--- config.mk ---
export PLATFORM = sky130hd
export DESIGN_NAME = puf_resp_gen
export DESIGN_NICKNAME = d
export VERILOG_FILES = /design/src/rtl/puf_pkg.sv /design/src/rtl/puf_resp_gen_cnt_regfile.sv /design/src/rtl/puf_resp_gen.sv
export SDC_FILE = /design/constraint.sdc
export NUM_CORES = 2
export LEC_CHECK = 0
export ABC_AREA = 0
export CORE_ASPECT_RATIO = 0.5
export CORE_MARGIN = 10
export CORE_UTILIZATION = 64
export DETAILED_ROUTE_END_ITERATION = 7
export DONT_BUFFER_PORTS = 1
export PLACE_DENSITY = 0.8
export SYNTH_ARGS = -nofsm -noshare
export SYNTH_HDL_FRONTEND = slang
export SYNTH_SLANG_ARGS = --single-unit
--- constraint.sdc ---
create_clock -name I_sclk -period 51.7 [get_ports I_sclk]
set_input_delay 10.34 -clock I_sclk [delete_from_list [all_inputs] [get_ports I_sclk]]
set_output_delay 10.34 -clock I_sclk [all_outputs]
set_load 0.02 [all_outputs]
--- src/rtl/puf_pkg.sv ---
// Shared types and default constants for the PUF response generator and the
// oscillator measurement stage that feeds it.
package puf_pkg;

  localparam int unsigned C_IOSCNUM_DEF      = 48;
  localparam int unsigned C_IOSCDWIDTH_DEF   = 24;
  localparam int unsigned C_OIDWIDTH_DEF     = 24;
  localparam int unsigned C_MEMDATAWIDTH_DEF = 8;
  localparam int unsigned C_MEMADDRWIDTH_DEF = 24;
  localparam int unsigned C_CHALBASE_DEF     = 0;

  localparam int unsigned C_IDXW = $clog2(C_IOSCNUM_DEF);

  typedef enum logic [2:0] {
    ST_IDLE,
    ST_FETCH_A,
    ST_FETCH_B,
    ST_CMP,
    ST_DONE
  } state_e;

endpackage

--- src/rtl/puf_resp_gen_cnt_regfile.sv ---
// Oscillator count register file: one synchronous write port, one asynchronous
// read port, and a per-entry loaded bitmap with a clear input.
module cnt_regfile import puf_pkg::*; #(
  parameter int unsigned N  = C_IOSCNUM_DEF,
  parameter int unsigned DW = C_IOSCDWIDTH_DEF,
  parameter int unsigned IW = C_IDXW
) (
  input  logic          I_sclk,
  input  logic          I_rst,
  input  logic          I_we,
  input  logic [IW-1:0] I_wr_idx,
  input  logic [DW-1:0] I_wr_data,
  input  logic [IW-1:0] I_rd_idx,
  output logic [DW-1:0] O_rd_data,
  input  logic          I_clr,
  output logic          O_all_loaded
);

  localparam logic [IW:0] NUM_L = (IW+1)'(N);

  logic [DW-1:0] cnt_q [N];
  logic [DW-1:0] cnt_d [N];
  logic [N-1:0]  loaded_q, loaded_d;
  logic [N-1:0]  wr_mask;

  always_comb begin
    cnt_d   = cnt_q;
    wr_mask = '0;
    if (I_we) begin
      cnt_d[I_wr_idx]   = I_wr_data;
      wr_mask[I_wr_idx] = 1'b1;
    end
    loaded_d = I_clr ? '0 : (loaded_q | wr_mask);
  end

  // A write landing in the same cycle as a start must count as loaded.
  assign O_all_loaded = &(loaded_q | wr_mask);
  assign O_rd_data    = ({1'b0, I_rd_idx} < NUM_L) ? cnt_q[I_rd_idx] : '0;

  // NOTE: the count file is reset on purpose so a run after reset can never
  // compare stale counts; this costs reset fan-out but the file is small.
  always_ff @(posedge I_sclk or posedge I_rst) begin
    if (I_rst) begin
      for (int i = 0; i < int'(N); i++) cnt_q[i] <= '0;
      loaded_q <= '0;
    end else begin
      cnt_q    <= cnt_d;
      loaded_q <= loaded_d;
    end
  end

endmodule

--- src/rtl/puf_resp_gen.sv ---
// PUF response generator: stores oscillator counts, walks the challenge table
// and assembles one response bit per challenge into the primary ID.
module puf_resp_gen import puf_pkg::*; #(
  parameter int unsigned C_IOSCNUM      = C_IOSCNUM_DEF,
  parameter int unsigned C_IOSCDWIDTH   = C_IOSCDWIDTH_DEF,
  parameter int unsigned C_OIDWIDTH     = C_OIDWIDTH_DEF,
  parameter int unsigned C_MEMDATAWIDTH = C_MEMDATAWIDTH_DEF,
  parameter int unsigned C_MEMADDRWIDTH = C_MEMADDRWIDTH_DEF,
  parameter int unsigned C_CHALBASE     = C_CHALBASE_DEF
) (
  input  logic                      I_sclk,
  input  logic                      I_rst,
  input  logic                      I_cnt_valid,
  input  logic [C_IDXW-1:0]         I_cnt_idx,
  input  logic [C_IOSCDWIDTH-1:0]   I_cnt_data,
  output logic                      O_cnt_ready,
  input  logic                      I_start,
  output logic                      O_busy,
  output logic [C_MEMADDRWIDTH-1:0] O_mem_addr,
  input  logic [C_MEMDATAWIDTH-1:0] I_mem_data,
  output logic [C_OIDWIDTH-1:0]     O_prim_id,
  output logic                      O_id_valid,
  output logic                      O_err
);

  localparam int unsigned KW     = $clog2(C_OIDWIDTH);
  localparam logic [KW-1:0] K_LAST = KW'(C_OIDWIDTH - 1);
  localparam logic [C_IDXW:0] NUM_L = (C_IDXW+1)'(C_IOSCNUM);

  state_e                    state_q, state_d;
  logic [KW-1:0]             k_q, k_d;
  logic [C_MEMADDRWIDTH-1:0] addr_q, addr_d;
  logic [C_IOSCDWIDTH-1:0]   cnt_a_q, cnt_a_d;
  logic                      a_bad_q, a_bad_d;
  logic [C_OIDWIDTH-1:0]     shadow_q, shadow_d;
  logic [C_OIDWIDTH-1:0]     prim_id_q, prim_id_d;
  logic                      id_valid_q, id_valid_d;
  logic                      err_q, err_d;
  logic                      busy_q, busy_d;
  logic                      ready_q, ready_d;

  logic                    wr_acc, wr_ok, rd_ok, all_loaded, cmp_bit;
  logic [C_IDXW-1:0]       rd_idx;
  logic [C_IOSCDWIDTH-1:0] rd_data;
  logic                    unused_mem_hi;

  // Ready is high exactly in IDLE, so it doubles as the IDLE qualifier.
  assign wr_acc        = I_cnt_valid & ready_q;
  assign wr_ok         = {1'b0, I_cnt_idx} < NUM_L;
  assign rd_idx        = I_mem_data[C_IDXW-1:0];
  assign rd_ok         = {1'b0, rd_idx} < NUM_L;
  assign unused_mem_hi = ^I_mem_data;

  cnt_regfile #(
    .N  (C_IOSCNUM),
    .DW (C_IOSCDWIDTH),
    .IW (C_IDXW)
  ) u_cnt_regfile (
    .I_sclk       (I_sclk),
    .I_rst        (I_rst),
    .I_we         (wr_acc & wr_ok),
    .I_wr_idx     (I_cnt_idx),
    .I_wr_data    (I_cnt_data),
    .I_rd_idx     (rd_idx),
    .O_rd_data    (rd_data),
    .I_clr        (state_q == ST_DONE),
    .O_all_loaded (all_loaded)
  );

  function automatic logic [C_MEMADDRWIDTH-1:0] chal_addr(input logic [KW-1:0] kk,
                                                          input logic odd);
    return C_MEMADDRWIDTH'(C_CHALBASE) + C_MEMADDRWIDTH'({kk, odd});
  endfunction

  // NOTE: every signal gets its hold value first so no path through the case
  // leaves one unassigned, which would infer a latch.
  always_comb begin
    state_d    = state_q;
    k_d        = k_q;
    addr_d     = addr_q;
    cnt_a_d    = cnt_a_q;
    a_bad_d    = a_bad_q;
    shadow_d   = shadow_q;
    prim_id_d  = prim_id_q;
    id_valid_d = 1'b0;
    err_d      = err_q;
    busy_d     = busy_q;
    ready_d    = ready_q;
    cmp_bit    = 1'b0;

    unique case (state_q)
      ST_IDLE: begin
        if (I_start) begin
          if (all_loaded) begin
            err_d   = 1'b0;
            k_d     = '0;
            addr_d  = chal_addr('0, 1'b0);
            busy_d  = 1'b1;
            ready_d = 1'b0;
            state_d = ST_FETCH_A;
          end else begin
            err_d = 1'b1;
          end
        end
        if (wr_acc && !wr_ok) err_d = 1'b1;
      end
      ST_FETCH_A: begin
        addr_d  = chal_addr(k_q, 1'b1);
        state_d = ST_FETCH_B;
      end
      ST_FETCH_B: begin
        cnt_a_d = rd_data;
        a_bad_d = !rd_ok;
        state_d = ST_CMP;
      end
      ST_CMP: begin
        cmp_bit       = !a_bad_q && rd_ok && (cnt_a_q > rd_data);
        shadow_d[k_q] = cmp_bit;
        if (a_bad_q || !rd_ok) err_d = 1'b1;
        if (k_q == K_LAST) begin
          // ID and its valid pulse appear together in the DONE cycle.
          prim_id_d  = shadow_d;
          id_valid_d = 1'b1;
          addr_d     = '0;
          state_d    = ST_DONE;
        end else begin
          k_d     = k_q + 1'b1;
          addr_d  = chal_addr(k_q + 1'b1, 1'b0);
          state_d = ST_FETCH_A;
        end
      end
      ST_DONE: begin
        busy_d  = 1'b0;
        ready_d = 1'b1;
        state_d = ST_IDLE;
      end
      default: state_d = ST_IDLE;
    endcase
  end

  // NOTE: sequential state uses non-blocking assignments so every flop samples
  // pre-edge values regardless of statement order.
  always_ff @(posedge I_sclk or posedge I_rst) begin
    if (I_rst) begin
      state_q    <= ST_IDLE;
      k_q        <= '0;
      addr_q     <= '0;
      cnt_a_q    <= '0;
      a_bad_q    <= 1'b0;
      shadow_q   <= '0;
      prim_id_q  <= '0;
      id_valid_q <= 1'b0;
      err_q      <= 1'b0;
      busy_q     <= 1'b0;
      ready_q    <= 1'b1;
    end else begin
      state_q    <= state_d;
      k_q        <= k_d;
      addr_q     <= addr_d;
      cnt_a_q    <= cnt_a_d;
      a_bad_q    <= a_bad_d;
      shadow_q   <= shadow_d;
      prim_id_q  <= prim_id_d;
      id_valid_q <= id_valid_d;
      err_q      <= err_d;
      busy_q     <= busy_d;
      ready_q    <= ready_d;
    end
  end

  assign O_cnt_ready = ready_q;
  assign O_busy      = busy_q;
  assign O_mem_addr  = addr_q;
  assign O_prim_id   = prim_id_q;
  assign O_id_valid  = id_valid_q;
  assign O_err       = err_q;

endmodule

==> qor_table.md <==
| Stage | Result | This run |
|---|---|---|
| cts | Post-cts hold buffer count | 0 |
| sta | Final count of hold timing violations | 0 |
| synthesis | Biggest area contributors in the synthesized netlist | sky130_fd_sc_hd__dfrtp_1 55%, sky130_fd_sc_hd__mux2_2 22%, sky130_fd_sc_hd__mux4_2 14% |
| placed design | Worst slack after detailed placement | 37.34 ns |
| cts | PostCTS Resize Cnt | 0 |
| detailed routing | Vias per cell | 6.71 |
| sta | Worst setup margin | 37.95 ns |
| floorplan | Die Y-Extent | 234 um |
| placed design | Placed cell count | 4,780 |
| sta | Fin Setup TNS | 0 ns |
| hold path | Hold/Removal Path Class | reg -> reg |
| worst setup path | Critical path startpoint category | input pin |
| sta | Setup violations, final | 0 |
| synthesis | Sequential share of the synthesized area | 55.1% |
| worst setup path | Worst endpoint required time | 52.31 ns |
| detailed routing | Pre-Repair DR Iteration Count | 6 |
| worst setup path | CP arrival | 14.36 ns |
| worst setup path | Sort of element at the end of the critical path | flop |
| pwr | Max rail drop VDD | 0.0249 mV |
| sta | Transition time at the pin with the least slew margin | 1.18 ns |
| grt | Via count of the first global-routing pass | 35,200 |
| grt | Overall routing resource usage | 26.6% |
| cts | Skew-Pair Late Insertion Delay | 0.72 ns |
| synthesis | Cell Area, Synth | 58,600 um^2 |
| pwr | Static leakage | 30.7 nW |
| synthesis | Post-Syn Instances | 3,879 |
| final layout | Fraction of layout instances using a drive strength above 1 | 46.7% |
| floorplan | Die width | 448 um |
| job | Max-cap viol count | 0 |
| synthesis | Yosys top cell by area | sky130_fd_sc_hd__dfrtp_1 |
| grt | Wire length of the first global-routing pass | 213,000 um |
| grt | Maximum number of pins on one net before global-route repair | 289 |
| floorplan | Total Die Area | 105,000 um^2 |
| synthesis | Number of library cell types mapped by synthesis | 61 |
| synthesis | Area share of the leading cell type in the synthesized netlist | 55.1% |
| sta | Tcrit/Tclk final | 26.6% |
| floorplan | Initial core utilization | 64.6% |
| worst setup path | Critical path class | in -> reg |
| synthesis | Synthesized area divided by synthesized cell count | 15.1 um^2 |
| cts | Clk buf depth | 3 |
| grt | Congestion Overflow GR | 0 |
| cts | Number of buffers inserted by post-CTS setup repair | 0 |
| sta | Achievable clock frequency | 72.8 MHz |
| sta | Worst-case clock skew | 0.0239 ns |
| floorplan | Number of I/O pins | 94 |
| placed design | RePlAce Congestion | 0.875 |
| cts | Clock edge transition at the registers on the reported setup and hold paths | 0.07 ns |
| synthesis | Post-synthesis async set-or-reset flop share | 100% |
| floorplan | Placement Rows | 78 |
| pwr | Total power divided by cell area | 29.7 nW/um^2 |
| floorplan | Placeable core region | 90,700 um^2 |
| synthesis | Yosys synthesis warning count | 0 |
| synthesis | Most numerous cell in the Yosys netlist | sky130_fd_sc_hd__dfrtp_1 |
| sta | RSZ-0062 raised after global routing | false |
| sta | Max-slew violation count | 0 |
| synthesis | #FFs+latches synth | 1,290 |
| cts | CTS tree | built |
| detailed routing | Detailed-route DRC error count | 0 |
| cts | Clock root buffer | sky130_fd_sc_hd__clkbuf_16 |
| placed design | Total of buffers placed on input and output ports | 0 |
| grt | Number of antenna violations at the first check in global routing | 7 |
| sta | Final min period | 13.75 ns |
| synthesis | Most frequent cells after synthesis | 1,289 x sky130_fd_sc_hd__dfrtp_1, 1,129 x sky130_fd_sc_hd__mux2_2, 360 x sky130_fd_sc_hd__mux4_2 |
| placed design | Hpwl dp | 74,700 um |
| final layout | Post-synthesis to final-layout area growth | 7.13% |
| final layout | Layout Cells excl Fill | 4,978 |
| cts | Number of buffers created by CTS | 109 |
| final layout | Area of all placed cells without fillers | 62,700 um^2 |
| placed design | Cell area after placement | 59,200 um^2 |
| detailed routing | Total via count in the routed design | 33,400 |
| synthesis | Post-synth top flop | sky130_fd_sc_hd__dfrtp_1 |
| synthesis | Number of flops mapped to enable cells by yosys | 0 |
| cts | Total clock sinks | 1,290 |
| detailed routing | Routed Wire Length | 138,000 um |
| detailed routing | Average wire per standard cell | 27.6 um |
| detailed routing | Post-route ant nets | 0 |
| worst setup path | Biggest fanout along the worst timing path | 288 |
| detailed routing | Starting DRT DRC Count | 2,925 |
| sta | Worst slew margin | 20.8% |
| cts | Number of levels the H-tree was split into | 3 |
| final layout | Final-stage net count | 3,761 |
| outcome | Status | complete, no violations |
==> critical path, cell delays in order <==
cell and delay (ns):
sky130_fd_sc_hd__mux4_2 0.44, sky130_fd_sc_hd__mux4_2 0.57, sky130_fd_sc_hd__mux2i_1 0.37, sky130_fd_sc_hd__nor2_1 0.10, sky130_fd_sc_hd__a21oi_1 0.21, sky130_fd_sc_hd__ha_1 0.17, sky130_fd_sc_hd__nand4_1 0.20, sky130_fd_sc_hd__nor4_1 0.70
sky130_fd_sc_hd__o31a_1 0.42, sky130_fd_sc_hd__o311ai_2 0.11, sky130_fd_sc_hd__buf_4 0.24, sky130_fd_sc_hd__o41ai_1 0.24
==> metrics by stage <==
step	hold slack, ns	util (%)	total power [mW]
floorplan	0.434	-	1.08
global placement	0.449	65.3	1.06
detailed placement	0.452	65.3	1.06
CTS	0.468	69.2	1.88
global route	0.491	69.2	1.92
finish	0.468	69.2	1.86
==> cell families after synthesis <==
logic type      synth area share [%]
simple gates                    3.70
other cells                  0.00640
buf+inv                         2.71
xor+xnor                      0.0299
mux                             36.0
compound gates                  1.82
fa+ha+maj                      0.598
flops                           55.1
==> power by group <==
group	switching, mW	internal, mW	total [mW]
clock network	0.372	0.449	0.821
registers	0.00000000000000000588	1.01	1.01
logic	0.0217	0.0131	0.0349
==> final timing paths <==
check                           slack [ns]                            startpoint                              endpoint  cells past startpoint
worst max-delay path                 37.95                         I_mem_data[1]               shadow_q[7]$_DFFE_PP0P_                     12
worst min register to register        0.47               shadow_q[4]$_DFFE_PP0P_              O_prim_id[4]$_DFFE_PP0P_                      2
max in group asynchronous            38.83                                 I_rst  u_cnt_regfile.cnt_q[962]$_DFFE_PP0P_                      4
worst max register to register       47.42  u_cnt_regfile.cnt_q[791]$_DFFE_PP0P_               shadow_q[7]$_DFFE_PP0P_                     12
worst min-delay path                  0.47               shadow_q[4]$_DFFE_PP0P_              O_prim_id[4]$_DFFE_PP0P_                      2
min in group asynchronous             9.60                                 I_rst             O_prim_id[15]$_DFFE_PP0P_                      1
==> cells in the final DEF (no fill, tap or decap), types with 5 or more instances in the layout <==
cell type,netlist,final
sky130_fd_sc_hd__ha_1,28,28
sky130_fd_sc_hd__nor2b_1,7,7
sky130_fd_sc_hd__nand2_1,222,221
sky130_fd_sc_hd__clkbuf_8,0,33
sky130_fd_sc_hd__o21ai_0,34,34
sky130_fd_sc_hd__nor2_1,125,117
sky130_fd_sc_hd__a31o_2,9,9
sky130_fd_sc_hd__and3_1,6,6
sky130_fd_sc_hd__buf_4,21,62
sky130_fd_sc_hd__nand3_1,23,20
sky130_fd_sc_hd__nor3_1,7,6
sky130_fd_sc_hd__inv_1,11,10
sky130_fd_sc_hd__nand4b_1,5,5
sky130_fd_sc_hd__clkinv_2,0,23
sky130_fd_sc_hd__clkbuf_16,0,112
sky130_fd_sc_hd__mux2i_1,26,26
sky130_fd_sc_hd__nor2_4,0,9
sky130_fd_sc_hd__mux4_2,360,360
sky130_fd_sc_hd__nor4_1,17,17
sky130_fd_sc_hd__a21o_1,12,12
sky130_fd_sc_hd__a21oi_1,107,107
sky130_fd_sc_hd__clkbuf_1,288,22
sky130_fd_sc_hd__conb_1,1,18
sky130_fd_sc_hd__a31oi_1,5,5
sky130_fd_sc_hd__mux2_2,1129,1129
sky130_fd_sc_hd__nand4_1,17,17
sky130_fd_sc_hd__dfrtp_1,1289,1289
==> layout make-up <==
| class | count | area, um^2 |
|---|---|---|
| tap | 1200 | 1500 |
| fill | 5702 | 27900 |
| multi-input combinational | 2214 | 24800 |
| clock buffer | 167 | 3340 |
| timing repair buffer | 64 | 505 |
| inverter | 12 | 52.6 |
| clock inverter | 30 | 203 |
| sequential | 1290 | 32300 |
| antenna | 1 | 2.50 |
==> registers in the layout, indices dropped and copies added (netlist names) <==
register and flops:
cnt_a_q 24, O_id_valid 1, k_q 5, O_mem_addr 6, u_cnt_regfile.loaded_q 48, a_bad_q 1
O_err 1, state_q 3, u_cnt_regfile.cnt_q 1152, O_busy 1, O_prim_id 24, shadow_q 23
O_cnt_ready 1
==> per-layer routing <==
metal / part of all wire [%] / track usage [%] / vias up
met1: 43 / 37.3 / 18100
met3: 7.1 / 5.40 / 270
met2: 48 / 42.8 / 1149
met4: 2.6 / 7.45 / 2
met5: 0.0087 / 0 / -
li1: - / - / 13800
No activity file was read; power rests on OpenSTA's default activity.
